## src/rtl/ysyx_24110015_alu_arb.sv

```systemverilog
// ysyx_24110015_alu_arb
// Two-requester arbiter and sequencer in front of the shared combinational ALU.
// Accepted requests pass through a one-entry issue register that drives the ALU.
// Each result lands in the owner's one-entry response buffer with its tag echoed.
// Build option: define ALU_ARB_RR_EN for round-robin tie breaking.
// Without it, requester 0 has fixed priority on a tie.
module ysyx_24110015_alu_arb #(
    parameter int DATA_WIDTH = 32,
    parameter int TAG_WIDTH  = 4
) (
    input  logic                  clk,
    input  logic                  rst_n,
    input  logic                  req0_valid,
    output logic                  req0_ready,
    input  logic [3:0]            req0_op,
    input  logic [DATA_WIDTH-1:0] req0_a,
    input  logic [DATA_WIDTH-1:0] req0_b,
    input  logic [TAG_WIDTH-1:0]  req0_tag,
    input  logic                  req1_valid,
    output logic                  req1_ready,
    input  logic [3:0]            req1_op,
    input  logic [DATA_WIDTH-1:0] req1_a,
    input  logic [DATA_WIDTH-1:0] req1_b,
    input  logic [TAG_WIDTH-1:0]  req1_tag,
    output logic                  rsp0_valid,
    input  logic                  rsp0_ready,
    output logic [DATA_WIDTH-1:0] rsp0_data,
    output logic [TAG_WIDTH-1:0]  rsp0_tag,
    output logic                  rsp1_valid,
    input  logic                  rsp1_ready,
    output logic [DATA_WIDTH-1:0] rsp1_data,
    output logic [TAG_WIDTH-1:0]  rsp1_tag,
    output logic [3:0]            alu_op,
    output logic [DATA_WIDTH-1:0] alu_data1,
    output logic [DATA_WIDTH-1:0] alu_data2,
    input  logic [DATA_WIDTH-1:0] alu_out
);

    // Issue register
    logic                  r_iss_v;
    logic [3:0]            r_iss_op;
    logic [DATA_WIDTH-1:0] r_iss_a;
    logic [DATA_WIDTH-1:0] r_iss_b;
    logic [TAG_WIDTH-1:0]  r_iss_tag;
    logic                  r_iss_owner;

    // Response buffers
    logic                  r_rsp0_v;
    logic [DATA_WIDTH-1:0] r_rsp0_data;
    logic [TAG_WIDTH-1:0]  r_rsp0_tag;
    logic                  r_rsp1_v;
    logic [DATA_WIDTH-1:0] r_rsp1_data;
    logic [TAG_WIDTH-1:0]  r_rsp1_tag;

    // Handshake and flow-control wires
    logic                  w_owner_free;
    logic                  w_iss_move;
    logic                  w_iss_free;
    logic                  w_grant0;
    logic                  w_grant1;
    logic                  w_acc0;
    logic                  w_acc1;
    logic [3:0]            w_sel_op;
    logic [DATA_WIDTH-1:0] w_sel_a;
    logic [DATA_WIDTH-1:0] w_sel_b;
    logic [TAG_WIDTH-1:0]  w_sel_tag;

    // The issue register may advance when its owner's buffer is empty or being drained now
    always_comb begin
        w_owner_free = 1'b0;
        if (r_iss_owner) begin
            w_owner_free = !r_rsp1_v || rsp1_ready;
        end else begin
            w_owner_free = !r_rsp0_v || rsp0_ready;
        end
        w_iss_move = r_iss_v && w_owner_free;
        w_iss_free = !r_iss_v || w_iss_move;
    end

`ifdef ALU_ARB_RR_EN
    logic r_last;

    // Round-robin grant: on a tie the requester that was not accepted last wins
    always_comb begin
        w_grant0 = req0_valid && (!req1_valid || r_last);
        w_grant1 = req1_valid && (!req0_valid || !r_last);
    end

    // Remember which requester completed the most recent handshake
    always_ff @(posedge clk) begin
        if (!rst_n) begin
            r_last <= 1'b1;
        end else if (w_acc0) begin
            r_last <= 1'b0;
        end else if (w_acc1) begin
            r_last <= 1'b1;
        end
    end
`else
    // Fixed-priority grant: requester 0 always wins a tie
    always_comb begin
        w_grant0 = req0_valid;
        w_grant1 = req1_valid && !req0_valid;
    end
`endif

    // Ready only when granted, the issue slot frees up this cycle, and not in reset
    always_comb begin
        req0_ready = w_grant0 && w_iss_free && rst_n;
        req1_ready = w_grant1 && w_iss_free && rst_n;
        w_acc0     = req0_valid && req0_ready;
        w_acc1     = req1_valid && req1_ready;
    end

    // Select the payload of whichever requester is being accepted
    always_comb begin
        if (w_acc1) begin
            w_sel_op  = req1_op;
            w_sel_a   = req1_a;
            w_sel_b   = req1_b;
            w_sel_tag = req1_tag;
        end else begin
            w_sel_op  = req0_op;
            w_sel_a   = req0_a;
            w_sel_b   = req0_b;
            w_sel_tag = req0_tag;
        end
    end

    // Load the issue register on a handshake, empty it when its result moves out
    always_ff @(posedge clk) begin
        if (!rst_n) begin
            r_iss_v     <= 1'b0;
            r_iss_op    <= '0;
            r_iss_a     <= '0;
            r_iss_b     <= '0;
            r_iss_tag   <= '0;
            r_iss_owner <= 1'b0;
        end else if (w_acc0 || w_acc1) begin
            r_iss_v     <= 1'b1;
            r_iss_op    <= w_sel_op;
            r_iss_a     <= w_sel_a;
            r_iss_b     <= w_sel_b;
            r_iss_tag   <= w_sel_tag;
            r_iss_owner <= w_acc1;
        end else if (w_iss_move) begin
            r_iss_v     <= 1'b0;
        end
    end

    // Requester 0 response buffer: capture the ALU result, or drain on consume
    always_ff @(posedge clk) begin
        if (!rst_n) begin
            r_rsp0_v    <= 1'b0;
            r_rsp0_data <= '0;
            r_rsp0_tag  <= '0;
        end else if (w_iss_move && !r_iss_owner) begin
            r_rsp0_v    <= 1'b1;
            r_rsp0_data <= alu_out;
            r_rsp0_tag  <= r_iss_tag;
        end else if (rsp0_ready) begin
            r_rsp0_v    <= 1'b0;
        end
    end

    // Requester 1 response buffer: capture the ALU result, or drain on consume
    always_ff @(posedge clk) begin
        if (!rst_n) begin
            r_rsp1_v    <= 1'b0;
            r_rsp1_data <= '0;
            r_rsp1_tag  <= '0;
        end else if (w_iss_move && r_iss_owner) begin
            r_rsp1_v    <= 1'b1;
            r_rsp1_data <= alu_out;
            r_rsp1_tag  <= r_iss_tag;
        end else if (rsp1_ready) begin
            r_rsp1_v    <= 1'b0;
        end
    end

    assign alu_op     = r_iss_op;
    assign alu_data1  = r_iss_a;
    assign alu_data2  = r_iss_b;
    assign rsp0_valid = r_rsp0_v;
    assign rsp0_data  = r_rsp0_data;
    assign rsp0_tag   = r_rsp0_tag;
    assign rsp1_valid = r_rsp1_v;
    assign rsp1_data  = r_rsp1_data;
    assign rsp1_tag   = r_rsp1_tag;

endmodule

```

## config.mk

```make
export PLATFORM = sky130hd
export DESIGN_NAME = ysyx_24110015_alu_arb
export DESIGN_NICKNAME = d
export VERILOG_FILES = /design/src/rtl/ysyx_24110015_alu_arb.sv
export SDC_FILE = /design/constraint.sdc
export NUM_CORES = 1
export LEC_CHECK = 0
export ABC_AREA = 1
export CORE_AREA = 2 2 128 130
export DETAILED_ROUTE_END_ITERATION = 12
export DIE_AREA = 0 0 130 132
export DONT_BUFFER_PORTS = 1
export PLACE_DENSITY = 0.62
export REMOVE_ABC_BUFFERS = 1
export SLEW_MARGIN = 20
export SYNTH_ARGS = -nofsm -noshare
export SYNTH_HDL_FRONTEND = slang
export SYNTH_SLANG_ARGS = --single-unit
```

## constraint.sdc

```tcl
create_clock -name clk -period 3.3 [get_ports clk]
set_input_delay 0.66 -clock clk [delete_from_list [all_inputs] [get_ports clk]]
set_output_delay 0.66 -clock clk [all_outputs]
set_load 0.01 [all_outputs]
```

# Yosys cells after proc, flatten, opt, wreduce, memory -nomap -nowiden
# Cells that the tools add are included.
# Widths: inputs -> output; s select.
[word_totals] output_inout_bits=144 inputBits=182 register_bits=148
[op_classes] reduce_logical=22 n_mux=11
[op_table] cell="$mux 32" count=2
[op_table] cell="$logic_and 1x1->1" count=10
[op_table] cell="$mux 4" count=2
[op_table] cell="$mux 1" count=7
[op_table] cell="$reduce_bool 2->1" count=3
[op_table] cell="$logic_not 1->1" count=5
[op_table] cell="$logic_or 1x1->1" count=4

# Depth between registers and ports, before layout
# Gate-level depths: netlist (run 1).
[logic_depth] word_depth=10 mapped_depth=10

# Least setup slack after synthesis (run 1)
# No wires, ideal clock.
[synth_path] kind="input -> output" from="in rsp1_ready" to="out req0_ready" setup_slack_ns=1.207 stages=7 arrival_ns=1.433 n_path_buf=1 required_time_ns=2.640 path_cell_list="inv_1 > nand2_1 > nand2_1 > nand3_1 > nand3_1 > clkbuf_1 > inv_1"
[synth_via] elab_chain_cells=6
[synth_lines] element="start: declaration" line="30" source="input logic rsp1_ready,"
[synth_lines] element="$logic_or 1x1->1" line="72" source="w_owner_free = !r_rsp1_v || rsp1_ready;"
[synth_lines] element="$mux 1" line="71" source="if (r_iss_owner) begin"
[synth_lines] element="$logic_and 1x1->1" line="76" source="w_iss_move = r_iss_v && w_owner_free;"
[synth_lines] element="$logic_or 1x1->1" line="77" source="w_iss_free = !r_iss_v || w_iss_move;"
[synth_lines] element="$logic_and 1x1->1 (2 in series)" line="109" source="req0_ready = w_grant0 && w_iss_free && rst_n;"
[synth_lines] element="end: declaration" line="14" source="output logic req0_ready,"
# No other way between the ends.

# Worst setup path after layout (run 1)
[layout_path] from="reg r_rsp1_v (netlist: rsp1_valid)" to="out req1_ready"
[layout_via] elab_chain_cells=7
[layout_lines] element="start: declaration" line="51" source="logic r_rsp1_v;"
[layout_lines] element="start signal: assignment" line="169" source="r_rsp1_v <= 1'b0;"
[layout_lines] element="start signal: assignment" line="173" source="r_rsp1_v <= 1'b1;"
[layout_lines] element="start signal: assignment" line="177" source="r_rsp1_v <= 1'b0;"
[layout_lines] element="$logic_not 1->1" line="72"
[layout_lines] element="$logic_or 1x1->1" line="72"
[layout_lines] element="$mux 1" line="71"
[layout_lines] element="$logic_and 1x1->1" line="76"
[layout_lines] element="$logic_or 1x1->1" line="77"
[layout_lines] element="$logic_and 1x1->1 (2 in series)" line="110" source="req1_ready = w_grant1 && w_iss_free && rst_n;"
[layout_lines] element="end: declaration" line="20" source="output logic req1_ready,"
# No other way between the ends.

==> impl_metrics.toml, run 1 <==
[global_routing]
grt_max_degree = 86
grt_pass1_vias = 5362
antenna_found_initial = 1
grt_pass1_wl_mm = 29.57
grt_overflow = 0
grtUsageTotal = 0.2210

[critical_path]
critPathLaunch = "rsp1_valid$_SDFFE_PN0P_"
cp-end-kind = "output pin"
regToRegSetupSlack_ns = 1.18
cp.required_ns = 2.64
cpMaxStageDelayCell = "dfxtp_1"
path_delay_family = "simple AND/OR/NAND/NOR gates"
arrival_ns = 1.71
critical_path.most_common_cell = "nand2_1"
slowest_delay_ns = 0.39
cp_max_fo = 37
path_buf_inv = 1
startpoint_type = "register"
regToRegStartpoint = "rsp1_valid$_SDFFE_PN0P_"
crit_chain = "nand2_1 > nand2_1 > nand3_4 > nand2_4 > inv_1"
crit_type = "register to output pin"

[timing]
timing.hold.ws_ns = 0.3580
period_minus_slack_ns = 2.369
finalSetupViolCount = 0
period_share = 0.7177
fmax_mhz = 422.2
hold_viol = 0
rsz0062_at_grt = "false"
relSlewSlack = 0.4815
drv_slew = 0
worst_slew_pin_slew_ns = 0.7778
clock-skew-final_ns = 0.008135

[cts]
cts-resized-gates = 0
cts.hold.buffers_added = 0
clkLatencyLatePin_ns = 0.43
clk_pin_slew_ns = 0.07
cts-root-buf = "clkbuf_16"
cts_buffers = 17
clock_sinks = 148
postCtsSetupRepairBufs = 0
cts.htree.levels = 4
cts_tree = "done"
cts_buffer_depth = 2

[floorplanning]
coreArea_um2 = 15710
io_pins = 326
fp.dieH_um = 132
start_util = 0.4252
die_x_um = 130
std_cell_rows = 46
die_area_um2 = 17160

[synthesis]
synth_cell_types = 16
synth_top_cell_by_area = "dfxtp_1"
synthCells = 1036
yosys.area.top_type_share = 0.4434
syn_area_um2 = 6681
yosysWarnings = 0
netlist_top_cells_area = "dfxtp_1, nand2_1, nand3_1, nor2_1, a21oi_1"
synth_area_per_cell_um2 = 6.449
synth-seq-cells = 148
seq_area_frac_synth = 0.4434

[power_and_ir_drop]
power.density_nw_per_um2 = 585.5
leakage_nw = 3.403
vdd_drop_max_uv = 357.6

[hold_path]
hold_path_startpoint = "rst_n"
hold_class = "input port to register"

[finish]
instances_no_fill = 1222
drive_gt1_frac = 0.05169
antenna_cells = 0
fin_util = 0.4662
nFillCells = 1684
layout_commonest_cell = "nand2_1"
register_area_um2 = 2963
fin_nets = 1175
most-common-layout-cells = "nand2_1, dfxtp_1, nand3_1, nor2_1, inv_1"
multiInputGateArea_um2 = 3087
post-route-cell-area_um2 = 7325
syn_to_final_growth_pct = 9.625

[place]
place_hpwl_mm = 13.15
place_inst = 1190
port_buffers = 0
post_dp_cell_area_um2 = 6758
place_congestion = 0.7885

[detailed_routing]
drt-initial-drc-count = 403
routed_wl_mm = 19.61
detail-route-antenna-nets = 0
viasPerCell = 4.978
drc_errors = 0
routedWlPerCell_um = 16.05
first_pass_iters = 6
vias = 6083

[run_status]
status = "finished, final reports clean"

[run]
maxCapViolations = 0
## cell type report
| cell class | count | share of cell area |
|---|---|---|
| clock inverters | 15 | 0.01930 |
| inverters | 82 | 0.04202 |
| repair buffers | 14 | 0.01777 |
| flip-flops and latches | 148 | 0.4045 |
| clock buffers | 17 | 0.05808 |
| well taps | 216 | 0.03690 |
| multi-input cells | 730 | 0.4214 |
## routing by layer
layer / routed length [µm] / track usage / share of wire / up-vias
li1: - / - / - / 3128
met1: 7464 / 0.2513 / 0.38 / 2663
met2: 9302 / 0.3601 / 0.47 / 260
met3: 2380 / 0.1006 / 0.12 / 30
met4: 449 / 0.08542 / 0.023 / 2
met5: 12 / 0 / 0.00061 / -
## power by group
part	internal, W	switching, W	leakage [nW]	total [W]
clock	0.000995	0.000869	0.272	0.00186
sequential	0.00189	0.000129	1.21	0.00202
combinational	0.000147	0.000257	1.92	0.000404
total	0.00303	0.00125	3.40	0.00429
## sequential cells by signal, indices dropped and copies added (netlist names)
signal / cells
r_iss_owner: 1
rsp0_tag: 4
r_iss_tag: 4
rsp1_tag: 4
rsp0_valid: 1
alu_data1: 32
rsp0_data: 32
alu_op: 4
alu_data2: 32
r_iss_v: 1
rsp1_data: 32
rsp1_valid: 1
## synthesized netlist by cell type
cell and number:
nand2_1 352, inv_2 1, buf_1 2, dfxtp_1 148, nand2_2 1, a21oi_1 74
buf_4 1, buf_6 6, nor2_1 145, o21ai_0 8, nor3b_1 1, inv_1 81
buf_2 27, nand3_1 148, o211ai_2 1, clkbuf_1 40
## metrics by stage
step           setup TNS [ns]  setup slack, ns  total power [W]
2_1_floorplan         -359.09           -5.304         0.002349
5_1_grt                     0           0.8054         0.004484
3_3_place_gp                0           0.9405         0.002465
6_report                    0           0.9314         0.004289
4_1_cts                     0           0.8938         0.004344
3_5_place_dp                0           0.8837         0.002470
## worst paths after layout
| kind | endpoint | depth (start not counted) |
|---|---|---|
| setup / recovery | req1_ready | 5 |
| hold / removal | alu_data2[15]$_SDFFE_PN0P_ | 2 |
| setup reg to reg | alu_data1[3]$_SDFFE_PN0P_ | 8 |
| hold reg to reg | rsp0_tag[2]$_SDFFE_PN0P_ | 2 |
## logic make-up after synthesis
family,synth area share
AND/OR/NAND/NOR,0.3921
flip-flops,0.4434
buffers and inverters,0.1011
AO/OA/AOI/OAI,0.06330
No activity file was read; power rests on OpenSTA's default activity.
==> run 2, diff against run 1 <==
==> constraint.sdc (replaced) <==
create_clock -name clk -period 2.36 [get_ports clk]
set_input_delay 0.472 -clock clk [delete_from_list [all_inputs] [get_ports clk]]
set_output_delay 0.472 -clock clk [all_outputs]
set_load 0.01 [all_outputs]
==> impl_metrics.toml, run 2 (synthesis results as in run 1) <==
[run_status]
status = "finished, final reports clean"

[critical_path]
cp.required_ns = 1.89
arrival_ns = 1.69
cp_num_cells = 5
crit_chain = "nand2_1 > nand2_1 > nand3_4 > nand2_8 > inv_1"
cp_max_fo = 35
cp-end-kind = "output pin"
critical_path.most_common_cell = "nand2_1"
worstRegToRegCells = 9
cpMaxStageDelayCell = "dfxtp_1"
path_delay_family = "simple AND/OR/NAND/NOR gates"
startpoint_type = "register"
slowest_delay_ns = 0.39
crit_type = "register to output pin"
path_buf_inv = 1

[timing]
fmax_mhz = 461.9
clock-skew-final_ns = 0.01189
timing.hold.ws_ns = 0.1678
rsz0062_at_grt = "false"
hold_viol = 0
fin_tns_setup_ns = 0
finalSetupViolCount = 0
worst_slew_pin_slew_ns = 0.6993
period_minus_slack_ns = 2.165
drv_slew = 0
relSlewSlack = 0.5338
setup_slack_ns = 0.1949
period_share = 0.9174

[place]
place_hpwl_mm = 13.83
dpl_worst_slack_ns = 0.3515
port_buffers = 0
place_congestion = 0.7851

[cts]
cts.hold.buffers_added = 0
clkLatencyLatePin_ns = 0.41
clock_sinks = 148
postCtsSetupRepairBufs = 0
cts-resized-gates = 0
cts_buffer_depth = 2
cts-root-buf = "clkbuf_16"
clk_pin_slew_ns = 0.07
cts_tree = "done"
cts_buffers = 17
cts.htree.levels = 4

[finish]
most-common-layout-cells = "nand2_1, dfxtp_1, nand3_1, nor2_1, inv_1"
fin_nets = 1180
drive_gt1_frac = 0.05638
layout_commonest_cell = "nand2_1"
antenna_cells = 0
syn_to_final_growth_pct = 12.47

[detailed_routing]
drc_errors = 0
first_pass_iters = 7
viasPerCell = 4.986
vias = 6118
detail-route-antenna-nets = 0
routedWlPerCell_um = 16.43
routed_wl_mm = 20.17
drt-initial-drc-count = 284

[floorplanning]
io_pins = 326
die_x_um = 130
die_area_um2 = 17160
std_cell_rows = 46
start_util = 0.4252
fp.dieH_um = 132
coreArea_um2 = 15710

[global_routing]
grt_pass1_wl_mm = 30.79
grt_pass1_vias = 5583
grtUsageTotal = 0.2272
antenna_found_initial = 0
grt_max_degree = 86
grt_overflow = 0

[run]
maxCapViolations = 0

[power_and_ir_drop]
leakage_nw = 3.495
comb_power_share = 0.090
seq_power_share = 0.440
power.density_nw_per_um2 = 853.6
vdd_drop_max_uv = 475.3
internal_power_w = 0.004690
pwr-share-clk = 0.470
power_w = 0.006414
power_switching_w = 0.001725
power_switching_share = 0.2689

[hold_path]
whs_path_depth = 2
hold_class = "input port to register"
## run 2: cell count changes in the layout (fill, tap and decap cells not counted), sizes merged
cell,delta
buf,+5
bufinv,+4
clkinv,-4
clkinvlp,-1
inv,+1
## run 2: path summary, 6_finish.rpt
kind	from	end	slack, ns
min	rst_n	alu_op[0]$_SDFFE_PN0P_	0.17
min reg2reg	r_iss_tag[2]$_SDFFE_PN0P_	rsp1_tag[2]$_SDFFE_PN0P_	0.48
max reg2reg	rsp0_valid$_SDFFE_PN0P_	alu_op[3]$_SDFFE_PN0P_	0.55
max	rsp0_valid$_SDFFE_PN0P_	req1_ready	0.19
## run 2: routing by layer
layer | GRT usage | vias to the layer above | routed length [µm]
met4 | 0.08184 | 0 | 362
met1 | 0.2561 | 2715 | 7578
met2 | 0.3758 | 243 | 9762
met5 | 0 | - | 0
met3 | 0.1035 | 21 | 2463
li1 | - | 3139 | -
## run 2: final cells by class
cell class,instances,area (µm²)
Fill cell,1634,8198
Clock inverter,15,235.2
Multi-Input combinational cell,730,3095
Inverter,82,307.8
Tap cell,216,270.3
Clock buffer,17,425.4
Sequential cell,148,2963
Timing Repair Buffer,19,217.7
## run 2: power groups by stage
stage / clock [W] / sequential (W) / combinational (W)
3_3_place_gp: 0 / 0.00288 / 0.000572
2_1_floorplan: 0 / 0.00283 / 0.000452
6_report: 0.00301 / 0.00282 / 0.000578
3_5_place_dp: 0 / 0.00288 / 0.000580
5_1_grt: 0.00320 / 0.00284 / 0.000676
4_1_cts: 0.00308 / 0.00283 / 0.000584
## run 2: metrics by stage
stage | area [µm²] | utilization | std cells
after CTS | 7506 | 0.4777 | 1227
after floorplan | 6314 | - | 960
after global routing | 7515 | 0.4783 | 1227
after detailed placement | 6845 | 0.4357 | 1195
final | 7515 | 0.4783 | 1227
after global placement | 6845 | 0.4357 | 1195
==> run 3, diff against run 2 <==
--- a/config.mk
+++ b/config.mk
@@ -6,13 +6,12 @@
 export NUM_CORES = 1
 export LEC_CHECK = 0
 export ABC_AREA = 1
-export CORE_AREA = 2 2 128 130
+export CORE_UTILIZATION = 29
 export DETAILED_ROUTE_END_ITERATION = 12
-export DIE_AREA = 0 0 130 132
 export DONT_BUFFER_PORTS = 1
-export PLACE_DENSITY = 0.62
+export PLACE_DENSITY = 0.48
 export REMOVE_ABC_BUFFERS = 1
-export SLEW_MARGIN = 20
+export SLEW_MARGIN = 0
 export SYNTH_ARGS = -nofsm -noshare
 export SYNTH_HDL_FRONTEND = slang
 export SYNTH_SLANG_ARGS = --single-unit
==> impl_metrics.toml, run 3 (synthesis results as in run 1) <==
[critical_path]
crit_type = "register to output pin"
cp_max_fo = 28
arrival_ns = 1.72
cp.required_ns = 1.89
cp-end-kind = "output pin"
startpoint_type = "register"

[floorplanning]
fp.dieH_um = 153.8
start_util = 0.2951
std_cell_rows = 55
io_pins = 326
die_area_um2 = 23650
coreArea_um2 = 22640
die_x_um = 153.8

[global_routing]
grt_overflow = 0
grt_max_degree = 86
grtUsageTotal = 0.1745
antenna_found_initial = 1
grt_pass1_vias = 5751
grt_pass1_wl_mm = 31.83

[cts]
cts.htree.levels = 4
cts_buffers = 17
clkLatencyLatePin_ns = 0.43
cts_buffer_depth = 2
cts_tree = "done"
cts-resized-gates = 0
clock_sinks = 148
cts-root-buf = "clkbuf_16"
postCtsSetupRepairBufs = 0
cts.hold.buffers_added = 0
clk_pin_slew_ns = 0.07

[power_and_ir_drop]
power_switching_share = 0.2842
comb_power_share = 0.095
vdd_drop_max_uv = 373.5
power_switching_w = 0.001737
pwr-share-clk = 0.443
power.density_nw_per_um2 = 816.6
leakage_nw = 3.451
seq_power_share = 0.462
internal_power_w = 0.004375

[detailed_routing]
viasPerCell = 4.701
drt-initial-drc-count = 324
drc_errors = 0
first_pass_iters = 4
routedWlPerCell_um = 16.00
detail-route-antenna-nets = 0
vias = 6107
routed_wl_mm = 20.79

[timing]
relSlewSlack = 0.5276
finalSetupViolCount = 0
period_minus_slack_ns = 2.194
fmax_mhz = 455.8
rsz0062_at_grt = "false"
clock-skew-final_ns = 0.01449
hold_viol = 0
period_share = 0.9297
drv_slew = 0
worst_slew_pin_slew_ns = 0.7086

[place]
place_hpwl_mm = 14.10
post_dp_cell_area_um2 = 6902
place_congestion = 0.7756
port_buffers = 0

[finish]
most-common-layout-cells = "nand2_1, dfxtp_1, nand3_1, nor2_1, inv_1"
layout_commonest_cell = "nand2_1"
syn_to_final_growth_pct = 12.02
post-route-cell-area_um2 = 7485
fin_nets = 1182
fin_util = 0.3306
drive_gt1_frac = 0.05824

[hold_path]
hold_class = "input port to register"

[run_status]
status = "finished, final reports clean"

[run]
maxCapViolations = 0
[run 3: cell count changes in the layout (fill, tap and decap cells not counted), moves of 2 or more]
cell and change:
buf_4 +5, buf_12 -3, bufinv_16 -3, clkinv_2 +2, inv_6 +2, inv_8 -2
[run 3: worst max-delay path, cell delays in order (launching register included)]
cell,delay (ns)
dfxtp_1,0.39
nand2_1,0.16
nand2_1,0.14
nand3_4,0.11
nand2_4,0.30
inv_1,0.21
[run 3: layout make-up]
class / count / area (µm²)
diodes: 1 / 2.502
clock buffers: 18 / 439.2
well taps: 285 / 356.6
flip-flops and latches: 148 / 2963
fillers: 2547 / 15160
repair buffers: 21 / 195.2
multi-input cells: 730 / 3079
clock inverters: 14 / 141.4
inverters: 82 / 307.8
[run 3: power by group through the flow]
stage          sequential (W)  combinational, W  clock (W)
2_1_floorplan         0.00283          0.000452          0
5_1_grt               0.00284          0.000687    0.00291
6_report              0.00282          0.000581    0.00271
3_3_place_gp          0.00288          0.000586          0
3_5_place_dp          0.00288          0.000591          0
4_1_cts               0.00282          0.000594    0.00280
[run 3: final timing paths]
path | start | end | slack [ns] | cells past startpoint
max reg2reg | rsp1_valid$_SDFFE_PN0P_ | alu_data1[22]$_SDFFE_PN0P_ | 0.56 | 9
min | rst_n | alu_data2[13]$_SDFFE_PN0P_ | 0.16 | 2
min reg2reg | r_iss_tag[0]$_SDFFE_PN0P_ | rsp1_tag[0]$_SDFFE_PN0P_ | 0.49 | 2
max | rsp1_valid$_SDFFE_PN0P_ | req1_ready | 0.17 | 5
[run 3: stage by stage]
step / setup WS, ns / total power, W / hold slack [ns] / TNS (ns) / cells
after global placement: 0.4622 / 0.003468 / 0.4744 / 0 / 1266
after global routing: 0.02395 / 0.006436 / 0.1408 / 0 / 1299
final: 0.1659 / 0.006112 / 0.1637 / 0 / 1299
after floorplan: -5.868 / 0.003284 / 0.4494 / -415.86 / 960
after CTS: 0.1107 / 0.006214 / 0.1416 / 0 / 1298
after detailed placement: 0.4419 / 0.003474 / 0.4815 / 0 / 1266
[run 3: per-layer routing]
| metal | vias to the layer above | GRT usage | part of all wire |
|---|---|---|---|
| li1 | 3145 | - | - |
| met1 | 2682 | 0.1879 | 0.40 |
| met2 | 258 | 0.2970 | 0.47 |
| met3 | 22 | 0.08258 | 0.11 |
| met4 | 0 | 0.06429 | 0.021 |
| met5 | - | 0 | 0 |
